## src/rtl/uart_cmd_framer.sv

```systemverilog
// rtl/uart_cmd_framer.sv - UART command/response framer with an 8N1 UART core
// Optional per-frame checksum byte is enabled by defining UART_CMD_CHKSUM_EN.

module uart_cmd_framer_uart #(
    parameter int BAUD_CLKS = 434
) (
    input  logic       clk,
    input  logic       rst_n,
    input  logic       RX,
    output logic       TX,
    output logic       rx_rdy,
    output logic [7:0] rx_data,
    input  logic       clr_rx_rdy,
    input  logic       trmt,
    input  logic [7:0] tx_data,
    output logic       tx_done
);
    localparam int BW = $clog2(BAUD_CLKS + 1);

    logic [1:0]    rx_sync_q;
    logic          rx_busy_q, rx_rdy_q, tx_done_q;
    logic [BW-1:0] rx_baud_q, tx_baud_q;
    logic [3:0]    rx_bits_q, tx_bits_q;
    logic [7:0]    rx_shift_q;
    logic [9:0]    tx_shift_q;

    // Start edge waits half a bit so every later sample lands mid-bit.
    always_ff @(posedge clk or negedge rst_n) begin
        if (!rst_n) begin
            rx_sync_q  <= 2'b11;
            rx_busy_q  <= 1'b0;
            rx_baud_q  <= '0;
            rx_bits_q  <= 4'd0;
            rx_shift_q <= 8'h00;
            rx_rdy_q   <= 1'b0;
        end else begin
            rx_sync_q <= {rx_sync_q[0], RX};
            if (clr_rx_rdy) rx_rdy_q <= 1'b0;
            if (!rx_busy_q) begin
                if (!rx_sync_q[1]) begin
                    rx_busy_q <= 1'b1;
                    rx_baud_q <= BW'(BAUD_CLKS / 2);
                    rx_bits_q <= 4'd0;
                end
            end else if (rx_baud_q == '0) begin
                rx_baud_q <= BW'(BAUD_CLKS - 1);
                rx_bits_q <= rx_bits_q + 4'd1;
                if (rx_bits_q == 4'd0) begin
                    if (rx_sync_q[1]) rx_busy_q <= 1'b0;
                end else if (rx_bits_q <= 4'd8) begin
                    rx_shift_q <= {rx_sync_q[1], rx_shift_q[7:1]};
                end else begin
                    rx_busy_q <= 1'b0;
                    if (rx_sync_q[1]) rx_rdy_q <= 1'b1;
                end
            end else begin
                rx_baud_q <= rx_baud_q - 1'b1;
            end
        end
    end

    // tx_done is sticky until the next trmt.
    always_ff @(posedge clk or negedge rst_n) begin
        if (!rst_n) begin
            tx_shift_q <= '1;
            tx_bits_q  <= 4'd0;
            tx_baud_q  <= '0;
            tx_done_q  <= 1'b0;
        end else if (trmt) begin
            tx_shift_q <= {1'b1, tx_data, 1'b0};
            tx_bits_q  <= 4'd10;
            tx_baud_q  <= BW'(BAUD_CLKS - 1);
            tx_done_q  <= 1'b0;
        end else if (tx_bits_q != 4'd0) begin
            if (tx_baud_q == '0) begin
                tx_baud_q  <= BW'(BAUD_CLKS - 1);
                tx_shift_q <= {1'b1, tx_shift_q[9:1]};
                tx_bits_q  <= tx_bits_q - 4'd1;
                if (tx_bits_q == 4'd1) tx_done_q <= 1'b1;
            end else begin
                tx_baud_q <= tx_baud_q - 1'b1;
            end
        end
    end

    assign TX      = tx_shift_q[0];
    assign rx_rdy  = rx_rdy_q;
    assign rx_data = rx_shift_q;
    assign tx_done = tx_done_q;
endmodule

module uart_cmd_framer #(
    parameter int CMD_BYTES    = 2,
    parameter int RESP_BYTES   = 1,
    parameter int MSB_FIRST    = 1,
    parameter int TIMEOUT_CLKS = 0,
    parameter int BAUD_CLKS    = 434
) (
    input  logic                    clk,
    input  logic                    rst_n,
    input  logic                    RX,
    output logic                    TX,
    output logic [8*CMD_BYTES-1:0]  cmd,
    output logic                    cmd_rdy,
    input  logic                    clr_cmd_rdy,
    input  logic [8*RESP_BYTES-1:0] resp,
    input  logic                    send_resp,
    output logic                    resp_busy,
    output logic                    resp_done,
    output logic                    frame_err
);
`ifdef UART_CMD_CHKSUM_EN
    localparam int FRAME = CMD_BYTES + 1;
`else
    localparam int FRAME = CMD_BYTES;
`endif
    localparam int CW = $clog2(FRAME + 1);
    localparam int TW = (TIMEOUT_CLKS > 0) ? $clog2(TIMEOUT_CLKS + 1) : 1;
    localparam int IW = $clog2(RESP_BYTES + 1);
    localparam int CB = 8 * CMD_BYTES;
    localparam int RB = 8 * RESP_BYTES;

    typedef enum logic       {IDLE, COLLECT} rx_state_t;
    typedef enum logic [1:0] {T_IDLE, T_SEND, T_WAIT} tx_state_t;

    logic          rx_rdy, clr_rx_rdy, tx_done, trmt_q;
    logic [7:0]    rx_data, tx_data_q;
    rx_state_t     rx_state_q;
    tx_state_t     tx_state_q;
    logic [CW-1:0] cnt_q;
    logic [TW-1:0] tmo_q;
    logic [CB-1:0] shadow_q, shadow_d, cmd_q;
    logic [RB-1:0] resp_sh_q;
    logic [IW-1:0] idx_q;
    logic          cmd_rdy_q, frame_err_q, resp_busy_q, resp_done_q, wait_first_q;
    logic          last_byte, frame_ok;

    uart_cmd_framer_uart #(.BAUD_CLKS(BAUD_CLKS)) u_uart (
        .clk(clk), .rst_n(rst_n), .RX(RX), .TX(TX),
        .rx_rdy(rx_rdy), .rx_data(rx_data), .clr_rx_rdy(clr_rx_rdy),
        .trmt(trmt_q), .tx_data(tx_data_q), .tx_done(tx_done)
    );

    assign clr_rx_rdy = rx_rdy;
    assign last_byte  = (cnt_q == CW'(FRAME - 1));

    always_comb begin
        shadow_d = shadow_q;
        for (int k = 0; k < CMD_BYTES; k++) begin
            if (k == int'(cnt_q)) begin
                if (MSB_FIRST != 0) shadow_d[8*(CMD_BYTES-k)-1 -: 8] = rx_data;
                else                shadow_d[8*k+7 -: 8]             = rx_data;
            end
        end
    end

`ifdef UART_CMD_CHKSUM_EN
    logic [7:0] sum_q;

    always_ff @(posedge clk or negedge rst_n) begin
        if (!rst_n)      sum_q <= 8'h00;
        else if (rx_rdy) sum_q <= (rx_state_q == IDLE) ? rx_data : sum_q + rx_data;
    end

    assign frame_ok = ((sum_q + rx_data) == 8'h00);
`else
    assign frame_ok = 1'b1;
`endif

    // A byte in the expiry cycle takes the rx_rdy branch, so the byte wins.
    always_ff @(posedge clk or negedge rst_n) begin
        if (!rst_n) begin
            rx_state_q  <= IDLE;
            cnt_q       <= '0;
            tmo_q       <= '0;
            shadow_q    <= '0;
            cmd_q       <= '0;
            cmd_rdy_q   <= 1'b0;
            frame_err_q <= 1'b0;
        end else begin
            frame_err_q <= 1'b0;
            if (clr_cmd_rdy || (rx_rdy && rx_state_q == IDLE)) cmd_rdy_q <= 1'b0;
            if (rx_rdy) begin
                shadow_q <= shadow_d;
                tmo_q    <= '0;
                if (last_byte) begin
                    cnt_q      <= '0;
                    rx_state_q <= IDLE;
                    if (frame_ok) begin
                        cmd_q     <= shadow_d;
                        cmd_rdy_q <= 1'b1;
                    end else begin
                        frame_err_q <= 1'b1;
                    end
                end else begin
                    cnt_q      <= cnt_q + 1'b1;
                    rx_state_q <= COLLECT;
                end
            end else if (rx_state_q == COLLECT && TIMEOUT_CLKS > 0) begin
                if (tmo_q == TW'(TIMEOUT_CLKS)) begin
                    cnt_q       <= '0;
                    tmo_q       <= '0;
                    rx_state_q  <= IDLE;
                    frame_err_q <= 1'b1;
                end else begin
                    tmo_q <= tmo_q + 1'b1;
                end
            end
        end
    end

    // First T_WAIT cycle still sees the previous byte's sticky tx_done.
    always_ff @(posedge clk or negedge rst_n) begin
        if (!rst_n) begin
            tx_state_q   <= T_IDLE;
            resp_sh_q    <= '0;
            idx_q        <= '0;
            tx_data_q    <= 8'h00;
            trmt_q       <= 1'b0;
            resp_busy_q  <= 1'b0;
            resp_done_q  <= 1'b0;
            wait_first_q <= 1'b0;
        end else begin
            trmt_q      <= 1'b0;
            resp_done_q <= 1'b0;
            case (tx_state_q)
                T_IDLE: if (send_resp) begin
                    resp_sh_q   <= resp;
                    idx_q       <= '0;
                    resp_busy_q <= 1'b1;
                    tx_state_q  <= T_SEND;
                end
                T_SEND: begin
                    trmt_q       <= 1'b1;
                    wait_first_q <= 1'b1;
                    tx_state_q   <= T_WAIT;
                    if (MSB_FIRST != 0) begin
                        tx_data_q <= resp_sh_q[RB-1 -: 8];
                        resp_sh_q <= resp_sh_q << 8;
                    end else begin
                        tx_data_q <= resp_sh_q[7:0];
                        resp_sh_q <= resp_sh_q >> 8;
                    end
                end
                T_WAIT: begin
                    if (wait_first_q) begin
                        wait_first_q <= 1'b0;
                    end else if (tx_done) begin
                        if (idx_q == IW'(RESP_BYTES - 1)) begin
                            resp_done_q <= 1'b1;
                            resp_busy_q <= 1'b0;
                            tx_state_q  <= T_IDLE;
                        end else begin
                            idx_q      <= idx_q + 1'b1;
                            tx_state_q <= T_SEND;
                        end
                    end
                end
                default: tx_state_q <= T_IDLE;
            endcase
        end
    end

    assign cmd       = cmd_q;
    assign cmd_rdy   = cmd_rdy_q;
    assign frame_err = frame_err_q;
    assign resp_busy = resp_busy_q;
    assign resp_done = resp_done_q;
endmodule
```

## config.mk

```make
export PLATFORM = sky130hd
export DESIGN_NAME = uart_cmd_framer
export DESIGN_NICKNAME = d
export VERILOG_FILES = /design/src/rtl/uart_cmd_framer.sv
export SDC_FILE = /design/constraint.sdc
export NUM_CORES = 1
export LEC_CHECK = 0
export BUFFER_PORTS_ARGS = -buffer_cell sky130_fd_sc_hd__buf_4
export CORE_MARGIN = 2
export CORE_UTILIZATION = 59
export CTS_CLUSTER_SIZE = 40
export DETAILED_ROUTE_END_ITERATION = 8
export HOLD_SLACK_MARGIN = 0.1
export PLACE_DENSITY = 0.87
export SYNTH_ARGS = -nofsm -noshare
export SYNTH_HDL_FRONTEND = slang
export SYNTH_SLANG_ARGS = --single-unit
```

## constraint.sdc

```tcl
create_clock -name clk -period 2.63 [get_ports clk]
set_clock_uncertainty 0.2 [all_clocks]
set_input_delay 0.1315 -clock clk [delete_from_list [all_inputs] [get_ports clk]]
set_output_delay 0.1315 -clock clk [all_outputs]
set_load 0.02 [all_outputs]
```

==> flow_metrics.py <==
metrics = {
    "detailed_routing": {
        "dr.first_iter.drc_count": 161,
        "drc_errors": 0,
        "routed_wl_mm": 8.352,
        "num_vias": 3131,
        "dr.pass1.iters": 5,
        "ant_nets": 0,
        "vias_per_cell": 5.631,
        "wl_per_cell_microns": 15.02,
    },
    "synth": {
        "yosysMostFrequentCell": "dfrtp_1",
        "synth_enable_flop_cells": 0,
        "synth.top_cell.area_share": 0.4973,
        "synth-main-ff-cell": "dfrtp_1",
        "syn_area_sq_mm": 0.004378,
        "yosys_warnings": 0,
        "synthArstFlopShare": 1.000,
        "synth_cells": 408,
        "syn_area_per_cell_sq_um": 10.73,
        "ys_ff_latch": 98,
        "yosysSeqAreaShare": 0.5633,
        "synth_top_area_cell": "dfrtp_1",
        "synthDistinctLibCells": 48,
        "synth_fp_nets": 430,
        "synthTopCellsByArea": "dfrtp_1, nand2_1, dfstp_2",
        "synth_common_cells": "dfrtp_1, nand2_1, o21ai_0, mux2_2, nor2_1",
    },
    "clocking": {
        "numCtsBuffers": 9,
        "clock-sinks": 98,
        "cts_max_path_buffers": 2,
        "post_cts_resized": 0,
        "post_cts_buffers": 0,
        "clk_pin_slew_worst_paths_ps": 100,
        "cts_tree": "built",
        "clkLatencyLatePin_ps": 370,
        "htreeDepth": 3,
        "cts_root_buf": "clkbuf_8",
    },
    "floorplan": {
        "io_pins": 34,
        "rows": 31,
        "die_w_microns": 90.14,
        "die_h_microns": 90.14,
        "start_util": 0.6068,
        "core-area_sq_mm": 0.007214,
        "dieArea_sq_mm": 0.008125,
    },
    "sta": {
        "final.setup.tns_ps": 0,
        "slew_headroom": 0.5130,
        "fin_crit_ps": 2344,
        "slew_viol_final": 0,
        "worst_pin_slew_ps": 727.4,
        "rsz0062_at_grt": "false",
        "timing.final.crit_share": 0.8913,
        "setup_viol": 0,
        "fmax_ghz": 0.4266,
        "hold_viol": 0,
    },
    "worst_setup_path": {
        "cpMaxStageDelayCell": "or3b_2",
        "required_ps": 2730,
        "cp_max_fo": 15,
        "critical_path.max_stage_delay_ps": 510,
        "reg2regPathDepth": 7,
        "crit_arrival_ps": 2440,
        "crit_type": "flop to flop",
        "start_kind": "flop",
        "endpoint_kind": "flop",
        "worstPathCellList": "inv_1 -> ha_1 -> or3b_2 -> nor4_4 -> buf_4 -> mux2i_1 -> o21ai_0",
    },
    "placed_design": {
        "io_buffer_count": 32,
        "gp_routability_congestion": 0.7820,
        "hpwl_mm": 5.421,
        "dp_cells": 528,
    },
    "flow_run": {
        "drv_cap": 0,
    },
    "layout": {
        "diodes": 0,
        "drive_gt1_frac": 0.2254,
        "area_growth_pct": 15.35,
        "nets": 474,
        "instances_no_fill": 556,
    },
    "global_route": {
        "grt_max_degree": 55,
        "grt_usage": 0.2198,
        "grt_antenna_before_repair": 0,
        "grt_pass1_vias": 3182,
        "grt_overflow": 0,
        "grt_pass1_wl_mm": 14.51,
    },
    "power_and_ir_drop": {
        "ir_drop_uv": 530.9,
        "power_density_mw_per_mm2": 749.6,
        "p_leak_nw": 2.337,
        "power_mw": 3.785,
    },
    "outcome": {
        "status": "finished clean",
    },
    "min_path": {
        "hp-class": "input pin to asynchronous set/reset pin",
    },
}
-- layout by cell type (no fill, tap or decap), types with 2 or more instances in the layout --
cell type | Yosys | final
a211oi_1 | 3 | 3
a21oi_1 | 18 | 18
a31oi_1 | 3 | 3
and2_1 | 2 | 2
and3_1 | 3 | 3
buf_4 | 2 | 37
clkbuf_8 | 0 | 9
clkinvlp_4 | 0 | 2
dfrtp_1 | 87 | 87
dfstp_2 | 11 | 11
dlygate4sd3_1 | 0 | 12
ha_1 | 9 | 9
inv_1 | 13 | 13
inv_8 | 0 | 2
mux2_2 | 24 | 24
mux2i_1 | 11 | 11
nand2_1 | 80 | 80
nand2b_1 | 10 | 10
nand3_1 | 3 | 3
nor2_1 | 23 | 23
nor2b_1 | 12 | 12
nor3_1 | 5 | 5
nor3b_2 | 2 | 2
nor4_1 | 3 | 3
nor4_4 | 3 | 3
o21ai_0 | 27 | 27
o31a_1 | 2 | 2
or2_2 | 2 | 2
or3_1 | 5 | 5
or3b_2 | 3 | 3
or4_1 | 2 | 2
xnor2_1 | 5 | 5
xor2_1 | 3 | 3
-- flip-flops by register name (all words and copies together) (netlist names), 2 cells and up --
signal             count
shadow_q               8
u_uart.tx_bits_q       4
tx_data_q              8
tx_state_q             2
u_uart.tx_baud_q       9
u_uart.tx_shift_q      9
resp_sh_q              8
u_uart.rx_sync_q       2
cmd                   16
u_uart.rx_baud_q       9
u_uart.rx_data         8
cnt_q                  2
u_uart.rx_bits_q       4
-- metal layers --
layer | track usage | share of wire | vias up
met3 | 0.05281 | 0.032 | 20
met4 | 0.08846 | 0.024 | 0
met2 | 0.3766 | 0.51 | 65
li1 | - | - | 1479
met5 | 0 | 0 | -
met1 | 0.2688 | 0.43 | 1567
-- critical path, delay by kind of cell, from the launching register on --
| kind | cells | cell delay (ps) |
|---|---|---|
| AOI/OAI and AO/OA | 1 | 110 |
| muxes | 1 | 270 |
| buffers and inverters | 2 | 370 |
| and+or+nand+nor | 2 | 740 |
| DFF | 1 | 410 |
| adders and majority gates | 1 | 170 |
-- stage by stage --
step	cell area (sq um)	utilization	worst slack, ps	hold slack, ps
3_5_place_dp	4721	0.6544	337.0	13.61
4_1_cts	5050	0.7000	298.2	163.0
6_report	5050	0.7000	285.9	146.5
2_1_floorplan	4378	-	402.6	-364.1
5_1_grt	5050	0.7000	160.4	169.4
3_3_place_gp	4721	0.6544	371.5	4.379
-- cell type report --
| cell class | count | area, sq um |
|---|---|---|
| Clock buffer | 9 | 123.9 |
| Clock inverter | 7 | 85.08 |
| Fill cell | 522 | 2165 |
| Inverter | 13 | 48.80 |
| Multi-Input combinational cell | 280 | 1784 |
| Sequential cell | 98 | 2466 |
| Tap cell | 99 | 123.9 |
| Timing Repair Buffer | 50 | 417.9 |
-- cell families (layout without fill, tap and decap cells) --
logic type,Yosys count,count (layout),synth area share
simple gates,164,164,0.1949
other cells,1,1,0.0008566
flops,98,98,0.5633
compound gates,63,63,0.08317
xor+xnor,8,8,0.01601
buf+inv,30,79,0.02915
mux,35,35,0.08688
fa+ha+maj,9,9,0.02572
-- what timing repair did --
item                                    4_1_cts  5_1_grt
endpoints found under the setup margin        0        0
hold buffers                                 12        0
hold endpoints to repair                    100        0
-- power by group --
group	switching (mW)	internal, mW	leakage [nW]
Clock	0.559	0.457	0.0999
Combinational	0.447	0.353	0.994
Sequential	0.175	1.79	1.24
-- worst paths after layout --
| path | start | end | slack [ps] |
|---|---|---|---|
| max | u_uart.tx_baud_q[0] | u_uart.tx_shift_q[7] | 290 |
| min | rst_n | cmd[11] | 150 |
| max reg2reg | u_uart.tx_baud_q[0] | u_uart.tx_shift_q[7] | 290 |
| min reg2reg | u_uart.rx_sync_q[0] | u_uart.rx_sync_q[1] | 160 |
| max in group asynchronous | rst_n | u_uart.tx_shift_q[1] | 1360 |
| min in group clk | u_uart.rx_sync_q[0] | u_uart.rx_sync_q[1] | 160 |
No activity file was read; power rests on OpenSTA's default activity.
